File: src/rtl/mem_access_ctrl.sv
// mem_access_ctrl: sequencing front-end for a single-port 32x8 data memory.
// It accepts load/store/fill/copy requests over a valid/ready handshake.
// Block operations are serialised one memory access per cycle.
//
// Ports:
//   Clk, Reset        clock (rising edge), asynchronous active-high reset
//   Req_valid/ready   request handshake; Req_ready is high only while idle
//   Req_op            00 load, 01 store, 10 fill, 11 copy
//   Req_addr/src/len  dst start, copy src start, byte count minus one
//   Req_data          store/fill byte
//   Rsp_valid         one-cycle completion pulse
//   Rsp_data          last loaded byte, held until the next load completes
//   Busy              high while a request is in progress
//   Mem_En/Address/Data_in  memory write enable, address and write data
//   Mem_Data_out      combinational memory read data
module mem_access_ctrl (
    input  logic       Clk,
    input  logic       Reset,
    input  logic       Req_valid,
    output logic       Req_ready,
    input  logic [1:0] Req_op,
    input  logic [4:0] Req_addr,
    input  logic [4:0] Req_src,
    input  logic [4:0] Req_len,
    input  logic [7:0] Req_data,
    output logic       Rsp_valid,
    output logic [7:0] Rsp_data,
    output logic       Busy,
    output logic       Mem_En,
    output logic [4:0] Mem_Address,
    output logic [7:0] Mem_Data_in,
    input  logic [7:0] Mem_Data_out
);

    localparam int unsigned AW = 5;
    localparam int unsigned DW = 8;

    localparam logic [1:0] OP_LOAD  = 2'b00;
    localparam logic [1:0] OP_STORE = 2'b01;
    localparam logic [1:0] OP_FILL  = 2'b10;
    localparam logic [1:0] OP_COPY  = 2'b11;

    typedef enum logic [2:0] {
        S_IDLE,
        S_LOAD,
        S_STORE,
        S_FILL,
        S_CP_RD,
        S_CP_WR,
        S_RESP
    } state_t;

    state_t          state_q, state_n;
    logic [AW-1:0]   dst_q, dst_n;
    logic [AW-1:0]   src_q, src_n;
    logic [AW-1:0]   cnt_q, cnt_n;
    logic [DW-1:0]   data_q, data_n;
    logic [DW-1:0]   buf_q, buf_n;
    logic [DW-1:0]   rsp_data_q, rsp_data_n;

    // State and datapath registers
    always_ff @(posedge Clk or posedge Reset) begin
        if (Reset) begin
            state_q    <= S_IDLE;
            dst_q      <= '0;
            src_q      <= '0;
            cnt_q      <= '0;
            data_q     <= '0;
            buf_q      <= '0;
            rsp_data_q <= '0;
        end else begin
            state_q    <= state_n;
            dst_q      <= dst_n;
            src_q      <= src_n;
            cnt_q      <= cnt_n;
            data_q     <= data_n;
            buf_q      <= buf_n;
            rsp_data_q <= rsp_data_n;
        end
    end

    // Next-state, register updates and memory-port decode
    always_comb begin
        state_n     = state_q;
        dst_n       = dst_q;
        src_n       = src_q;
        cnt_n       = cnt_q;
        data_n      = data_q;
        buf_n       = buf_q;
        rsp_data_n  = rsp_data_q;
        Mem_En      = 1'b0;
        Mem_Address = dst_q;
        Mem_Data_in = data_q;
        Rsp_valid   = 1'b0;

        case (state_q)
            S_IDLE: begin
                if (Req_valid) begin
                    dst_n  = Req_addr;
                    src_n  = Req_src;
                    cnt_n  = Req_len;
                    data_n = Req_data;
                    case (Req_op)
                        OP_LOAD:  state_n = S_LOAD;
                        OP_STORE: state_n = S_STORE;
                        OP_FILL:  state_n = S_FILL;
                        OP_COPY:  state_n = S_CP_RD;
                        default:  state_n = S_IDLE;
                    endcase
                end
            end
            S_LOAD: begin
                rsp_data_n = Mem_Data_out;
                state_n    = S_RESP;
            end
            S_STORE: begin
                Mem_En  = 1'b1;
                state_n = S_RESP;
            end
            S_FILL: begin
                Mem_En = 1'b1;
                if (cnt_q == '0) begin
                    state_n = S_RESP;
                end else begin
                    dst_n = dst_q + AW'(1);
                    cnt_n = cnt_q - AW'(1);
                end
            end
            S_CP_RD: begin
                // Read in its own cycle so it sees every earlier write of this copy
                Mem_Address = src_q;
                buf_n       = Mem_Data_out;
                state_n     = S_CP_WR;
            end
            S_CP_WR: begin
                Mem_En      = 1'b1;
                Mem_Data_in = buf_q;
                if (cnt_q == '0) begin
                    state_n = S_RESP;
                end else begin
                    src_n   = src_q + AW'(1);
                    dst_n   = dst_q + AW'(1);
                    cnt_n   = cnt_q - AW'(1);
                    state_n = S_CP_RD;
                end
            end
            S_RESP: begin
                Rsp_valid = 1'b1;
                state_n   = S_IDLE;
            end
            default: state_n = S_IDLE;
        endcase
    end

    assign Req_ready = (state_q == S_IDLE);
    assign Busy      = (state_q != S_IDLE);
    assign Rsp_data  = rsp_data_q;

endmodule

File: config.mk
export PLATFORM = sky130hd
export DESIGN_NAME = mem_access_ctrl
export DESIGN_NICKNAME = d
export VERILOG_FILES = /design/src/rtl/mem_access_ctrl.sv
export SDC_FILE = /design/constraint.sdc
export NUM_CORES = 1
export LEC_CHECK = 0
export ABC_AREA = 1
export CORE_UTILIZATION = 53
export DETAILED_ROUTE_END_ITERATION = 6
export MAX_ROUTING_LAYER = met4
export PLACE_DENSITY = 0.93
export SKIP_LAST_GASP = 1
export SLEW_MARGIN = 10
export SYNTH_ARGS = -nofsm -noshare
export SYNTH_HDL_FRONTEND = slang
export SYNTH_SLANG_ARGS = --single-unit
File: constraint.sdc
create_clock -name Clk -period 2.73 [get_ports Clk]
set_clock_uncertainty 0.1 [all_clocks]
set_input_delay 0.273 -clock Clk [delete_from_list [all_inputs] [get_ports Clk]]
set_output_delay 0.273 -clock Clk [all_outputs]
set_load 0.03 [all_outputs]
==> results.md, run 1 <==
* Unrepaired setup endpoints after global routing: false
* Post-synth EDFFs at 0
* Largest net degree at the start of global routing at 43
* Reg-to-Reg Start: state_q[0]
* Final ANT Viol Nets at 0
* Slew headroom at 61.7%
* Fmax at 375 MHz
* # diodes at 0
* Reg2Reg Setup Slack at 0.90 ns
* CP arrival at 2.29 ns
* Most common cell in the netlist: nand2_1
* Site Rows at 23
* Async S/R FF share, synth at 100%
* Placeable Area at 4140 sq um
* NumNets Final at 423
* Post-Syn Area per Cell at 7.36 sq um
* Starting Density at 57.0%
* Multi-input gate area at 1130 sq um
* Fin. Hold Viols at 0
* Finished Cell Area at 3120 sq um
* Reg area at 1050 sq um
* Crit-path cells: nor2_4, nand2_1, o21ai_0, clkdlybuf4s50_1
* Worst skew pair latency at 0.30 ns
* Net Count, Synth at 363
* Status: complete, no violations
* Port Buffer Count at 60
* Power Dens Cells at 1350 nW/um^2
* CP Class: reg -> out
* H-tree depth at 2
* Min cycle time layout at 2.67 ns
* Routability cong. at 0.887
* Wirelength, routed at 5930 um
* Slew @ Worst Pin at 0.573 ns
* CTS Buffer Depth at 2
* Global-route wire length before repair at 9720 um
* Placed cells at 424
* Fillers at 321
* Hpwl dp at 4120 um
* Ys flop type: dfrtp_1
* Hold Path Class: in -> async
* R2r worst-path depth at 7
* GRT Total Usage at 29.3%
* Share of layout cells above drive strength 1 at 8.12%
* P_leak at 1.63 nW
* Yosys top cell area share at 44.5%
* Grt ovf at 0
* First-pass detailed-route iteration total at 5
* Cell taking the most area after synthesis: dfrtp_1
* Routed vias at 2273
* R2r endpoint: dst_q[4]
* Netlist area before placement at 2360 sq um
* DIE AREA at 4730 sq um
* Critical Path End Type: output pin
* Worst vdd ir at 0.623 mV
* Unique masters post-synth at 25
* Final setup fails at 0
* CTS tree: built
* Clock slew at reported path FFs at 0.09 ns
* Hold Worst Slack at 0.303 ns
* Vias in the first global route at 2207
* Synth top area cells: dfrtp_1 (44%), nand2_1 (24%), o21ai_0 (6.1%)
* Via density at 5.26
* Util after Layout at 75.3%
* Clk root buf: clkbuf_8
* Register area share after synthesis at 44.5%
* Number of post-CTS setup repair buffers at 0
* #FFs+latches synth at 42
* CTS buffer count at 5
* Critical-path top delay cell: clkdlybuf4s50_1
* Clk sinks at 42
* Commonest cells in the netlist: nand2_1 (149), dfrtp_1 (42), o21ai_0 (29), inv_1 (25), nand3_1 (20)
* Area Growth Syn to Fin at 32.2%
* # IOs at 61
* Wire length per cell at 13.7 um
* Crit share post-route at 97.7%
* Critical Path Fanout Max at 11
* Post-DP Area at 2980 sq um
* Initial antenna violation count at 0
* DRC at 0
* Post-CTS Hold Buffers at 0
* Max-slew violations at 0
* Die Y at 68.8 um
* Mapped Cells at 321
* Critical Path RT at 2.36 ns
* PostCTS Resize Cnt at 0
* Initial DRC count at 168
* TNS Setup at 0 ns
* CP max stage delay at 0.73 ns
* Yosys warnings at 0
* MaxCap Viol Count at 0
* Die width at 68.8 um
* Crit path launch type: register
* Finished Layout Cells at 432
==> per-stage QoR <==
step | setup WS [ns] | total power, mW
floorplan | 0.694 | 2.80
global placement | 0.510 | 3.50
detailed placement | 0.470 | 3.59
CTS | 0.109 | 4.22
global route | 0.0207 | 4.53
finish | 0.0621 | 4.22
==> where the power goes <==
part | switching, mW | internal (mW)
Clock | 0.236 | 0.367
Sequential | 0.273 | 0.928
Combinational | 1.53 | 0.885
==> how the worst max path moves through the flow <==
stage / from / end / slack, ns / cells past startpoint
after floorplan: state_q[0] / Mem_Address[0] / 0.69 / 5
after global placement: state_q[1] / Mem_Address[2] / 0.51 / 4
after detailed placement: state_q[1] / Mem_Address[3] / 0.47 / 4
after CTS: state_q[1] / Mem_Address[2] / 0.11 / 4
after global routing: state_q[1] / Mem_Address[0] / 0.02 / 4
final: state_q[1] / Mem_Address[3] / 0.06 / 4
==> critical path: cells and delay by family (launching register included) <==
family / cells / cell delay [ns]
AND/OR/NAND/NOR: 2 / 0.47
buffers and inverters: 1 / 0.73
flip-flops: 1 / 0.47
AO/OA/AOI/OAI: 1 / 0.33
==> logic make-up (layout without fill, tap and decap cells) <==
group,count (synthesis),after routing,synth area share (%)
adders and majority gates,6,6,3.18
buffers and inverters,40,101,7.68
and+or+nand+nor,195,195,36.1
AOI/OAI and AO/OA,36,36,7.84
DFF,42,42,44.5
xor gates and xnor gates,2,2,0.742
==> layout make-up <==
type,instances,share of cell area [%]
repair buffers,63,20.1
clock inverters,3,2.20
multi-input cells,239,36.2
clock buffers,5,2.20
inverters,30,3.61
flip-flops and latches,42,33.7
well taps,50,2.00
==> sequential cells by signal, indices dropped and copies added (netlist names) <==
signal    flops
Rsp_data      8
buf_q         8
data_q        8
cnt_q         5
dst_q         5
src_q         5
state_q       3
==> metal layers <==
metal | wire length (um) | share of wire, % | vias up | global-route usage [%]
met4 | 139 | 2.3 | 0 | 13.5
met3 | 308 | 5.2 | 14 | 7.89
li1 | - | - | 1123 | -
met2 | 2980 | 50 | 68 | 48.2
met5 | 0 | 0 | - | -
met1 | 2500 | 42 | 1068 | 33.3
==> layout by cell type, fill, tap and decap left out, drive strengths merged <==
master,instances
nand4,4
ha,6
clkbuf,5
clkdlybuf4s50,58
o21ai,34
o21bai,1
nand3,24
nand3b,1
o31ai,1
or2,1
dlymetal6s2s,2
nand2,154
xnor2,2
clkinv,1
bufinv,2
buf,3
inv,30
nor2,11
dfrtp,42
No activity file was read; power rests on OpenSTA's default activity.
==> run 2: changes to the inputs <==
--- a/config.mk
+++ b/config.mk
@@ -6,12 +6,11 @@
 export NUM_CORES = 1
 export LEC_CHECK = 0
 export ABC_AREA = 1
-export CORE_UTILIZATION = 53
+export CORE_UTILIZATION = 49
 export DETAILED_ROUTE_END_ITERATION = 6
 export MAX_ROUTING_LAYER = met4
-export PLACE_DENSITY = 0.93
+export PLACE_DENSITY = 0.87
 export SKIP_LAST_GASP = 1
-export SLEW_MARGIN = 10
 export SYNTH_ARGS = -nofsm -noshare
 export SYNTH_HDL_FRONTEND = slang
 export SYNTH_SLANG_ARGS = --single-unit
==> constraint.sdc (replaced) <==
create_clock -name Clk -period 3 [get_ports Clk]
set_clock_uncertainty 0.1 [all_clocks]
set_input_delay 0.3 -clock Clk [delete_from_list [all_inputs] [get_ports Clk]]
set_output_delay 0.3 -clock Clk [all_outputs]
set_load 0.03 [all_outputs]
==> results.md, run 2 (synthesized netlist as in run 1, its figures left out) <==
* GRT Total Usage at 24.9%
* Slew @ Worst Pin at 0.565 ns
* Top layer in use: met4
* DR WL met2 at 2840 um
* Global-route wire length before repair at 9450 um
* Crit path depth at 4
* Final setup margin at 0.208 ns
* Unrepaired setup endpoints after global routing: false
* Placed cells at 426
* TNS Setup at 0 ns
* Grt ovf at 0
* Critical-path top delay cell: clkdlybuf4s50_1
* Commonest non-fill, non-tap cell in the layout: nand2_1
* Clk root buf: clkbuf_8
* CTS buffer count at 5
* Post-DP Area at 2980 sq um
* Die Y at 71.4 um
* R2r worst-path depth at 7
* Fin. Hold Viols at 0
* Final setup fails at 0
* Routed vias at 2229
* P_leak at 1.58 nW
* CP Class: reg -> out
* Site Rows at 24
* DRC at 0
* Area Growth Syn to Fin at 30.1%
* Slew headroom at 62.2%
* Hpwl dp at 4170 um
* CTS Buffer Depth at 2
* Wirelength, routed at 5570 um
* Placeable Area at 4500 sq um
* Critical Path End Type: output pin
* Setup slack at placement at 0.574 ns
* DIE AREA at 5100 sq um
* WP buf/inv at 1
* Die width at 71.4 um
* Initial DRC count at 112
* CP arrival at 2.39 ns
* Hold Path Class: in -> async
* Max-slew violations at 0
* Crit share post-route at 93.1%
* NumNets Final at 423
* Port Buffer Count at 60
* Critical Path RT at 2.60 ns
* Via density at 5.14
* Leading cell types in the layout, fill and taps excluded: nand2_1 (149), clkdlybuf4s50_1 (60), dfrtp_1 (42), o21ai_0 (29), inv_1 (25)
* CTS tree: built
* Clk sinks at 42
* H-tree depth at 2
* Status: complete, no violations
* # diodes at 0
* Final ANT Viol Nets at 0
* Family with the most delay on the worst path: buffers and inverters
* Routability cong. at 0.800
* Wire length per cell at 12.8 um
* Clock slew at reported path FFs at 0.09 ns
* Post-CTS Hold Buffers at 0
* Worst vdd ir at 0.475 mV
* Reg-to-Reg Start: state_q[0]
* Metal-1 WL at 2440 um
* Power Dens Cells at 1180 nW/um^2
* Finished Cell Area at 3070 sq um
* Routed met3 length at 199 um
* Critical Path Fanout Max at 19
* Crit path launch type: register
* CP max stage delay at 0.71 ns
* Fmax at 358 MHz
* Largest net degree at the start of global routing at 43
* MaxCap Viol Count at 0
* Number of post-CTS setup repair buffers at 0
* PostCTS Resize Cnt at 0
* Crit-path cells: nor2_4, nand2_1, o21ai_0, clkdlybuf4s50_1
* Share of layout cells above drive strength 1 at 8.12%
* # IOs at 61
* Worst skew pair latency at 0.31 ns
* Min cycle time layout at 2.79 ns
* Starting Density at 52.4%
* Vias in the first global route at 2098
* Finished Layout Cells at 434
* First-pass detailed-route iteration total at 4
* Crit path from: state_q[0]
* Initial antenna violation count at 0
==> run 2: cell types whose count changed in the layout (fill, tap and decap cells not counted) <==
cell	change
clkinv_4	-1
bufinv_16	-2
inv_6	+1
clkinvlp_4	+2
dlymetal6s2s_1	-2
clkdlybuf4s50_1	+2
==> run 2: layout make-up <==
class	instances	area (sq um)
clock buffer	5	68.8
clock inverter	3	23.8
fill	389	1430
inverter	30	113
multi-input combinational	239	1130
sequential	42	1050
tap	52	65.1
timing repair buffer	63	623
==> run 2: power breakdown <==
group	leakage [nW]	internal [mW]	total, mW	switching [mW]
Clock	0.0408	0.167	0.392	0.225
Sequential	0.521	0.844	1.09	0.242
Combinational	1.02	0.807	2.15	1.34
==> run 2: per-stage QoR <==
stage                     util (%)  total power, mW  hold WS, ns
after detailed placement      66.2             3.25        0.359
after global placement        66.2             3.18        0.354
after floorplan                  -             2.55        0.342
final                         68.3             3.63        0.319
after CTS                     68.3             3.64        0.341
after global routing          68.3             3.93        0.398
==> run 2: path summary, 6_finish.rpt <==
path / end / slack, ns
max in group asynchronous: dst_q[0] / 2.11
worst max-delay path: Mem_Address[1] / 0.21
worst max register to register: dst_q[2] / 1.16
min in group Clk: data_q[7] / 0.38
worst min register to register: data_q[7] / 0.38
worst min-delay path: buf_q[0] / 0.32
==> run 2: metal layers <==
| metal | up-vias | GRT usage (%) |
|---|---|---|
| met5 | - | - |
| met4 | 0 | 8.22 |
| met3 | 10 | 4.78 |
| met2 | 49 | 41.5 |
| met1 | 1044 | 30.5 |
| li1 | 1126 | - |
==> run 2: tightest hold or removal path: stages <==
cell and delay (ns):
clkdlybuf4s50_1 0.39, inv_1 0.05, buf_4 0.45
